[config.mk]
export PLATFORM = sky130hd
export DESIGN_NAME = spi_instr_loader
export DESIGN_NICKNAME = d
export VERILOG_FILES = /design/src/rtl/pio_pkg.sv /design/src/rtl/spi_sync.sv /design/src/rtl/spi_instr_loader.sv
export SDC_FILE = /design/constraint.sdc
export NUM_CORES = 1
export LEC_CHECK = 0
export CAP_MARGIN = 10
export CORE_MARGIN = 2
export CORE_UTILIZATION = 50
export DETAILED_ROUTE_END_ITERATION = 12
export PLACE_DENSITY = 0.73
export SYNTH_ARGS = -nofsm -noshare
export SYNTH_HDL_FRONTEND = slang
export SYNTH_SLANG_ARGS = --single-unit
[constraint.sdc]
create_clock -name clk -period 2.6 [get_ports clk]
set_input_delay 0.52 -clock clk [delete_from_list [all_inputs] [get_ports clk]]
set_output_delay 0.52 -clock clk [all_outputs]
set_load 0.02 [all_outputs]
[src/rtl/pio_pkg.sv]
// -----------------------------------------------------------------------------
// pio_pkg
// Shared definitions for the PIO instruction-memory loader path.
//   INSTR_W / ADDR_W : instruction word width and instruction memory address width
//   CMD_WRITE        : command code for a single-word write
//   CMD_BURST        : command code for an auto-incrementing multi-word write
//   loader_state_t   : state encoding of the SPI instruction loader
//   cmd_writes()     : true when a command produces regfile writes
// -----------------------------------------------------------------------------
package pio_pkg;

   localparam int INSTR_W  = 16;
   localparam int ADDR_W   = 5;
   localparam int CMD_W    = 3;
   localparam int CMD_BITS = 8;   // command byte = {cmd[2:0], addr[4:0]}

   localparam logic [CMD_W-1:0] CMD_WRITE = 3'b001;
   localparam logic [CMD_W-1:0] CMD_BURST = 3'b010;

   typedef enum logic [1:0] {
      IDLE,
      CMD,
      DATA,
      DONE
   } loader_state_t;

   // burst_en is a build-time constant; with it clear, CMD_BURST is a NOP.
   function automatic logic cmd_writes(input logic [CMD_W-1:0] cmd,
                                       input logic             burst_en);
      return (cmd == CMD_WRITE) || (burst_en && (cmd == CMD_BURST));
   endfunction

endpackage

[src/rtl/spi_sync.sv]
// -----------------------------------------------------------------------------
// spi_sync
// Brings one asynchronous SPI pin into the clk domain: two synchroniser
// flops followed by a delay flop used for edge detection.
// Ports:
//   clk   : system clock
//   din   : raw asynchronous input
//   level : synchronised level
//   rise  : one-cycle pulse on a synchronised 0->1 transition
//   fall  : one-cycle pulse on a synchronised 1->0 transition
// -----------------------------------------------------------------------------
module spi_sync (
   input  logic clk,
   input  logic din,
   output logic level,
   output logic rise,
   output logic fall
);

   logic meta_q, meta_d;
   logic sync_q, sync_d;
   logic dly_q,  dly_d;

   always_comb begin
      meta_d = din;
      sync_d = meta_q;
      dly_d  = sync_q;
   end

   // NOTE: these flops are deliberately not reset. They keep tracking the pin
   // while rst is high, so a chip select that is already low when rst drops
   // is not mistaken for a fresh falling edge (the rest of that frame must be
   // ignored). Non-blocking assignments keep the three stages a true pipeline.
   always_ff @(posedge clk) begin
      meta_q <= meta_d;
      sync_q <= sync_d;
      dly_q  <= dly_d;
   end

   assign level = sync_q;
   assign rise  =  sync_q & ~dly_q;
   assign fall  = ~sync_q &  dly_q;

endmodule

[src/rtl/spi_instr_loader.sv]
// -----------------------------------------------------------------------------
// spi_instr_loader
// Mode-0 SPI slave that receives instruction words from an off-chip host and
// drives the write port of the PIO instruction register file. Frame:
// command byte {cmd[2:0], addr[4:0]} then 16-bit data words, all MSB first.
// Build option: define SPI_INSTR_BURST_EN to enable the BURST command
// (auto-incrementing address); otherwise BURST decodes as NOP.
// Ports:
//   clk, rst   : system clock, synchronous active-high reset
//   spi_sclk   : SPI clock (async, idle low)
//   spi_cs_n   : SPI chip select (async, active low)
//   spi_mosi   : SPI data in, sampled on rising sclk
//   data_in    : word to write (valid with write_en, held afterwards)
//   write_addr : target address (valid with write_en, held afterwards)
//   write_en   : one-cycle write strobe
//   loading    : high while a frame is in progress
//   frame_err  : one-cycle pulse when a frame aborts mid-word
// -----------------------------------------------------------------------------
module spi_instr_loader #(
   parameter int INSTR_W = pio_pkg::INSTR_W,
   parameter int ADDR_W  = pio_pkg::ADDR_W
) (
   input  logic               clk,
   input  logic               rst,
   input  logic               spi_sclk,
   input  logic               spi_cs_n,
   input  logic               spi_mosi,
   output logic [INSTR_W-1:0] data_in,
   output logic [ADDR_W-1:0]  write_addr,
   output logic               write_en,
   output logic               loading,
   output logic               frame_err
);

   import pio_pkg::*;

   localparam int CNT_W = $clog2(INSTR_W);
   localparam logic [CNT_W-1:0] CMD_LAST  = CNT_W'(CMD_BITS - 1);
   localparam logic [CNT_W-1:0] WORD_LAST = CNT_W'(INSTR_W - 1);

`ifdef SPI_INSTR_BURST_EN
   localparam logic BURST_EN = 1'b1;
`else
   localparam logic BURST_EN = 1'b0;
`endif

   // ---------------------------------------------------------------- inputs
   logic sclk_rise;
   logic sclk_level_unused, sclk_fall_unused;
   logic cs_n_s, cs_rise, cs_fall;
   logic mosi_s;
   logic mosi_rise_unused, mosi_fall_unused;

   spi_sync u_sync_sclk (
      .clk   (clk),
      .din   (spi_sclk),
      .level (sclk_level_unused),
      .rise  (sclk_rise),
      .fall  (sclk_fall_unused)
   );

   spi_sync u_sync_cs_n (
      .clk   (clk),
      .din   (spi_cs_n),
      .level (cs_n_s),
      .rise  (cs_rise),
      .fall  (cs_fall)
   );

   spi_sync u_sync_mosi (
      .clk   (clk),
      .din   (spi_mosi),
      .level (mosi_s),
      .rise  (mosi_rise_unused),
      .fall  (mosi_fall_unused)
   );

   // ----------------------------------------------------------------- state
   loader_state_t      state_q,      state_d;
   logic [CNT_W-1:0]   bit_cnt_q,    bit_cnt_d;
   logic [INSTR_W-1:0] shift_q,      shift_d;
   logic [CMD_W-1:0]   cmd_q,        cmd_d;
   logic [ADDR_W-1:0]  addr_q,       addr_d;
   logic [INSTR_W-1:0] data_in_q,    data_in_d;
   logic [ADDR_W-1:0]  write_addr_q, write_addr_d;
   logic               write_en_q,   write_en_d;
   logic               loading_q,    loading_d;
   logic               frame_err_q,  frame_err_d;

   logic               sclk_tick;
   logic [INSTR_W-1:0] shift_nxt;

   assign sclk_tick = sclk_rise & ~cs_n_s;
   assign shift_nxt = {shift_q[INSTR_W-2:0], mosi_s};

   always_comb begin
      // NOTE: every variable gets a default here so no path can infer a latch.
      state_d      = state_q;
      bit_cnt_d    = bit_cnt_q;
      shift_d      = shift_q;
      cmd_d        = cmd_q;
      addr_d       = addr_q;
      data_in_d    = data_in_q;
      write_addr_d = write_addr_q;
      write_en_d   = 1'b0;
      loading_d    = loading_q;
      frame_err_d  = 1'b0;

      if (cs_rise) begin
         // End of frame from any state; only a partial byte/word is an error.
         state_d     = IDLE;
         bit_cnt_d   = '0;
         loading_d   = 1'b0;
         frame_err_d = ((state_q == CMD) || (state_q == DATA)) && (bit_cnt_q != '0);
      end else begin
         unique case (state_q)
            IDLE: begin
               if (cs_fall) begin
                  state_d   = CMD;
                  bit_cnt_d = '0;
                  loading_d = 1'b1;
               end
            end

            CMD: begin
               if (sclk_tick) begin
                  shift_d = shift_nxt;
                  if (bit_cnt_q == CMD_LAST) begin
                     cmd_d     = shift_nxt[CMD_BITS-1 -: CMD_W];
                     addr_d    = shift_nxt[ADDR_W-1:0];
                     bit_cnt_d = '0;
                     state_d   = DATA;
                  end else begin
                     bit_cnt_d = bit_cnt_q + CNT_W'(1);
                  end
               end
            end

            DATA: begin
               if (sclk_tick) begin
                  shift_d = shift_nxt;
                  if (bit_cnt_q == WORD_LAST) begin
                     bit_cnt_d = '0;
                     if (cmd_writes(cmd_q, BURST_EN)) begin
                        write_en_d   = 1'b1;
                        data_in_d    = shift_nxt;
                        write_addr_d = addr_q;
                     end
`ifdef SPI_INSTR_BURST_EN
                     if (cmd_q == CMD_BURST) begin
                        addr_d = addr_q + ADDR_W'(1);   // wraps modulo 2^ADDR_W
                     end else begin
                        state_d = DONE;
                     end
`else
                     state_d = DONE;
`endif
                  end else begin
                     bit_cnt_d = bit_cnt_q + CNT_W'(1);
                  end
               end
            end

            DONE: begin
               // Trailing sclk edges are ignored until chip select rises.
            end

            default: state_d = IDLE;
         endcase
      end
   end

   always_ff @(posedge clk) begin
      if (rst) begin
         state_q      <= IDLE;
         bit_cnt_q    <= '0;
         shift_q      <= '0;
         cmd_q        <= '0;
         addr_q       <= '0;
         data_in_q    <= '0;
         write_addr_q <= '0;
         write_en_q   <= 1'b0;
         loading_q    <= 1'b0;
         frame_err_q  <= 1'b0;
      end else begin
         state_q      <= state_d;
         bit_cnt_q    <= bit_cnt_d;
         shift_q      <= shift_d;
         cmd_q        <= cmd_d;
         addr_q       <= addr_d;
         data_in_q    <= data_in_d;
         write_addr_q <= write_addr_d;
         write_en_q   <= write_en_d;
         loading_q    <= loading_d;
         frame_err_q  <= frame_err_d;
      end
   end

   assign data_in    = data_in_q;
   assign write_addr = write_addr_q;
   assign write_en   = write_en_q;
   assign loading    = loading_q;
   assign frame_err  = frame_err_q;

endmodule

==> impl_results.md <==
* Status: finished clean
* Final RePlAce weighted congestion at 0.880
* Number of vias after detailed routing at 1832
* Internal power contribution at 1.36 mW
* Maximum number of pins on one net before global-route repair at 47
* Hold path start: u_sync_sclk.meta_q
* Maximum fanout along the worst path at 6
* Unrepaired setup endpoints after global routing: false
* Share of cells above drive strength 1 at 8.62%
* Combinational family with the most area after synthesis: simple AND/OR/NAND/NOR gates
* Cts bufs inserted at 9
* Top FF cell, synth: dfxtp_1
* Starting density of the core at 51.5%
* Largest stage delay on the critical path at 0.56 ns
* Beginning of the critical path: state_q[0]
* Post-detailed-route wirelength per cell at 13.2 µm
* Number of violations reported at the end of detailed-routing iteration 0 at 139
* DRC viols at 0
* Number of gates resized after cts at 0
* Number of synthesized flops with an enable pin at 0
* Gr usage total at 19.0%
* Switching power at 0.453 mW
* Launch instance of the worst register-to-register path: state_q[0]
* FF-to-FF setup slack at 0.56 ns
* Net count, final at 297
* Total number of placement rows at 25
* Worst path arrival time at 2.31 ns
* DP Wirelength at 2.96 mm
* Global-route wire length before repair at 7.82 mm
* Worst setup skew after layout at 0.00921 ns
* Antenna Violating Nets Remaining at 0
* Crit path max-delay cell type: a2111oi_1
* Proportion of synthesized chip area in sequential cells at 50.5%
* Post-synth ARST share at 0%
* Final count of negative-setup-slack endpoints at 0
* Number of buffers between clock root and the deepest sink at 2
* Yosys warnings at 0
* Post-CTS Hold Buffers at 0
* Endpoint of the most critical register-to-register path: bit_cnt_q[3]
* Highest Clock Rate at 489 MHz
* Final WL at 4.56 mm
* First-pass DRT Iterations at 4
* Worst-case headroom to the max-slew limit at 58.7%
* Min cycle time layout at 2.04 ns
* Final Max Tran Viols at 0
* Die H at 73.5 µm
* Mapped cell area at 2420 µm²
* Number of setup buffers added after CTS at 0
* CTS tree: done
* Average footprint of a synthesized cell at 9.47 µm²
* Top library cells by usage in the layout, fill and taps aside: 61 x dfxtp_1, 37 x nor2_1, 35 x nand2_1
* Most frequent standard cell in the layout excluding fill and tap cells: dfxtp_1
* Clock network power share at 41.0%
* Synthesized instance count at 255
* Antenna diode instance count at 0
* Hold Path Class: register to register
* Power per cell area at 622 nW/µm²
* XOR/XNOR share of the synthesized area at 0%
* Maximum Capacitance Violations at 0
* Simple-gate share of the synthesized area at 18.1%
* Worst VDD drop at 0.000477 V
* Worst min-delay path endpoint: u_sync_sclk.level
* Worst r2r path cells at 6
* Kind of end point of the critical path: register
* Num ports at 29
* Synth top area share at 50.5%
* Clock root buffer master: clkbuf_8
* Combinational share of power at 6.3%
* Crit Path Class: register to register
* Least-Margin Pin Slew at 0.617 ns
* Final global-route overflow total at 0
* Initial antenna violation count at 0
* Clk_lat worst skew at 0.33 ns
* Multiplexer area fraction after synthesis at 12.4%
* Aggregate negative setup slack at 0 ns
* Die outline area at 5400 µm²
* Final Cycle Share at 78.6%
* Switching share of power at 25.0%
* Die Span X at 73.5 µm
* Worst Setup Start Kind: register
* Number of unique standard cell types used by synthesis at 37
* Core Util, Final at 62.0%
* Post-synthesis register bit count at 61
* Number of H-tree levels at 3
* Port-buffer cells at 28
* Crit path cell chain: inv_1, ha_1, o21ai_0, a2111oi_1, a2bb2oi_1, o21ai_0
* Floorplan core area at 4690 µm²
* Synthesized-area fraction occupied by adder cells at 3.63%
* Number of instances on the worst hold path at 0
* Growth of design area from synthesis to finish at 20.5%
* Synthesized-area fraction occupied by ao, oa, aoi and oai cells at 11.7%
* Net count of the mapped netlist at 267
* Clk pin slew, worst setup/hold paths at 0.07 ns
* Critical path data required time at 2.87 ns
* Clk sink count at 61
* Number of failing hold endpoints at the final stage at 0
* Cell types occupying the most area after synthesis: dfxtp_1 51%, mux2i_1 12%, nor2_1 5.7%, nand2_1 5.4%, a21oi_1 3.7%
* Biggest area consumer among synthesized cells: dfxtp_1
* Static leakage power at 1.26 nW
* Number of vias per cell after detailed routing at 5.33
* Critical path's most frequent cell: o21ai_0
* Vias in the first global route at 1659
* Reg power frac at 52.8%
-- layout make-up --
cell class | count | area, µm²
Fill cell | 411 | 1780
Timing Repair Buffer | 32 | 310
Inverter | 8 | 30.0
Sequential cell | 61 | 1220
Tap cell | 54 | 67.6
Multi-Input combinational cell | 173 | 1110
Clock buffer | 10 | 138
Clock inverter | 6 | 37.5
-- critical path, delay by kind of cell, from the launching register on --
family	cells	cell delay (ns)
AO/OA/AOI/OAI	4	1.05
flip-flops	1	0.44
adder cells (fa/ha/maj)	1	0.40
buffers and inverters	1	0.10
-- sequential cells by signal (all words and copies together) (netlist names), 2 cells and up --
register	flops
cmd_q	3
shift_q	15
data_in	16
bit_cnt_q	4
state_q	2
write_addr	5
addr_q	5
-- worst max-delay path by stage --
stage              endpoint  slack, ns  cells past startpoint
3_5_place_dp   bit_cnt_q[3]       0.60                      6
3_3_place_gp   bit_cnt_q[3]       0.68                      6
2_1_floorplan  bit_cnt_q[3]       0.94                      6
5_1_grt        bit_cnt_q[0]       0.31                      6
6_report       bit_cnt_q[3]       0.56                      6
4_1_cts        bit_cnt_q[3]       0.58                      6
-- synthesized netlist by cell type (4+ instances only) --
library cell and n:
nor2_1 37, clkbuf_1 7, a21oi_1 18, buf_2 5, nand3_1 4, inv_1 8
dfxtp_1 61, mux2i_1 30, o21ai_0 5, ha_1 7, o31ai_1 4, nand2_1 35
-- metal layers --
layer / global-route usage (%) / vias up / wire [µm]
met1: 25.7 / 848 / 2300
met5: 0 / - / 0
met4: 7.88 / 0 / 72
met3: 6.17 / 6 / 195
met2: 27.8 / 39 / 1990
li1: - / 939 / -
-- stage by stage --
stage	instances	total power, mW	setup WS, ns	cell area (µm²)	hold WS, ns
final	344	1.81	0.555	2910	0.326
after global placement	328	1.09	0.684	2740	0.310
after detailed placement	328	1.09	0.603	2740	0.313
after floorplan	255	1.06	0.939	2420	0.310
after global routing	344	1.88	0.312	2910	0.331
after CTS	344	1.82	0.583	2910	0.328
-- power groups by stage --
| stage | logic (mW) | clock network (mW) | registers [mW] |
|---|---|---|---|
| floorplan | 0.0813 | 0 | 0.976 |
| global placement | 0.111 | 0 | 0.975 |
| detailed placement | 0.111 | 0 | 0.977 |
| CTS | 0.112 | 0.754 | 0.955 |
| global route | 0.125 | 0.799 | 0.957 |
| finish | 0.113 | 0.742 | 0.956 |
-- cells by family after synthesis --
kind of cell,after synthesis
simple gates,93
flops,61
compound gates,43
mux,30
buf+inv,21
fa+ha+maj,7
(Power assumes the default switching activity.)
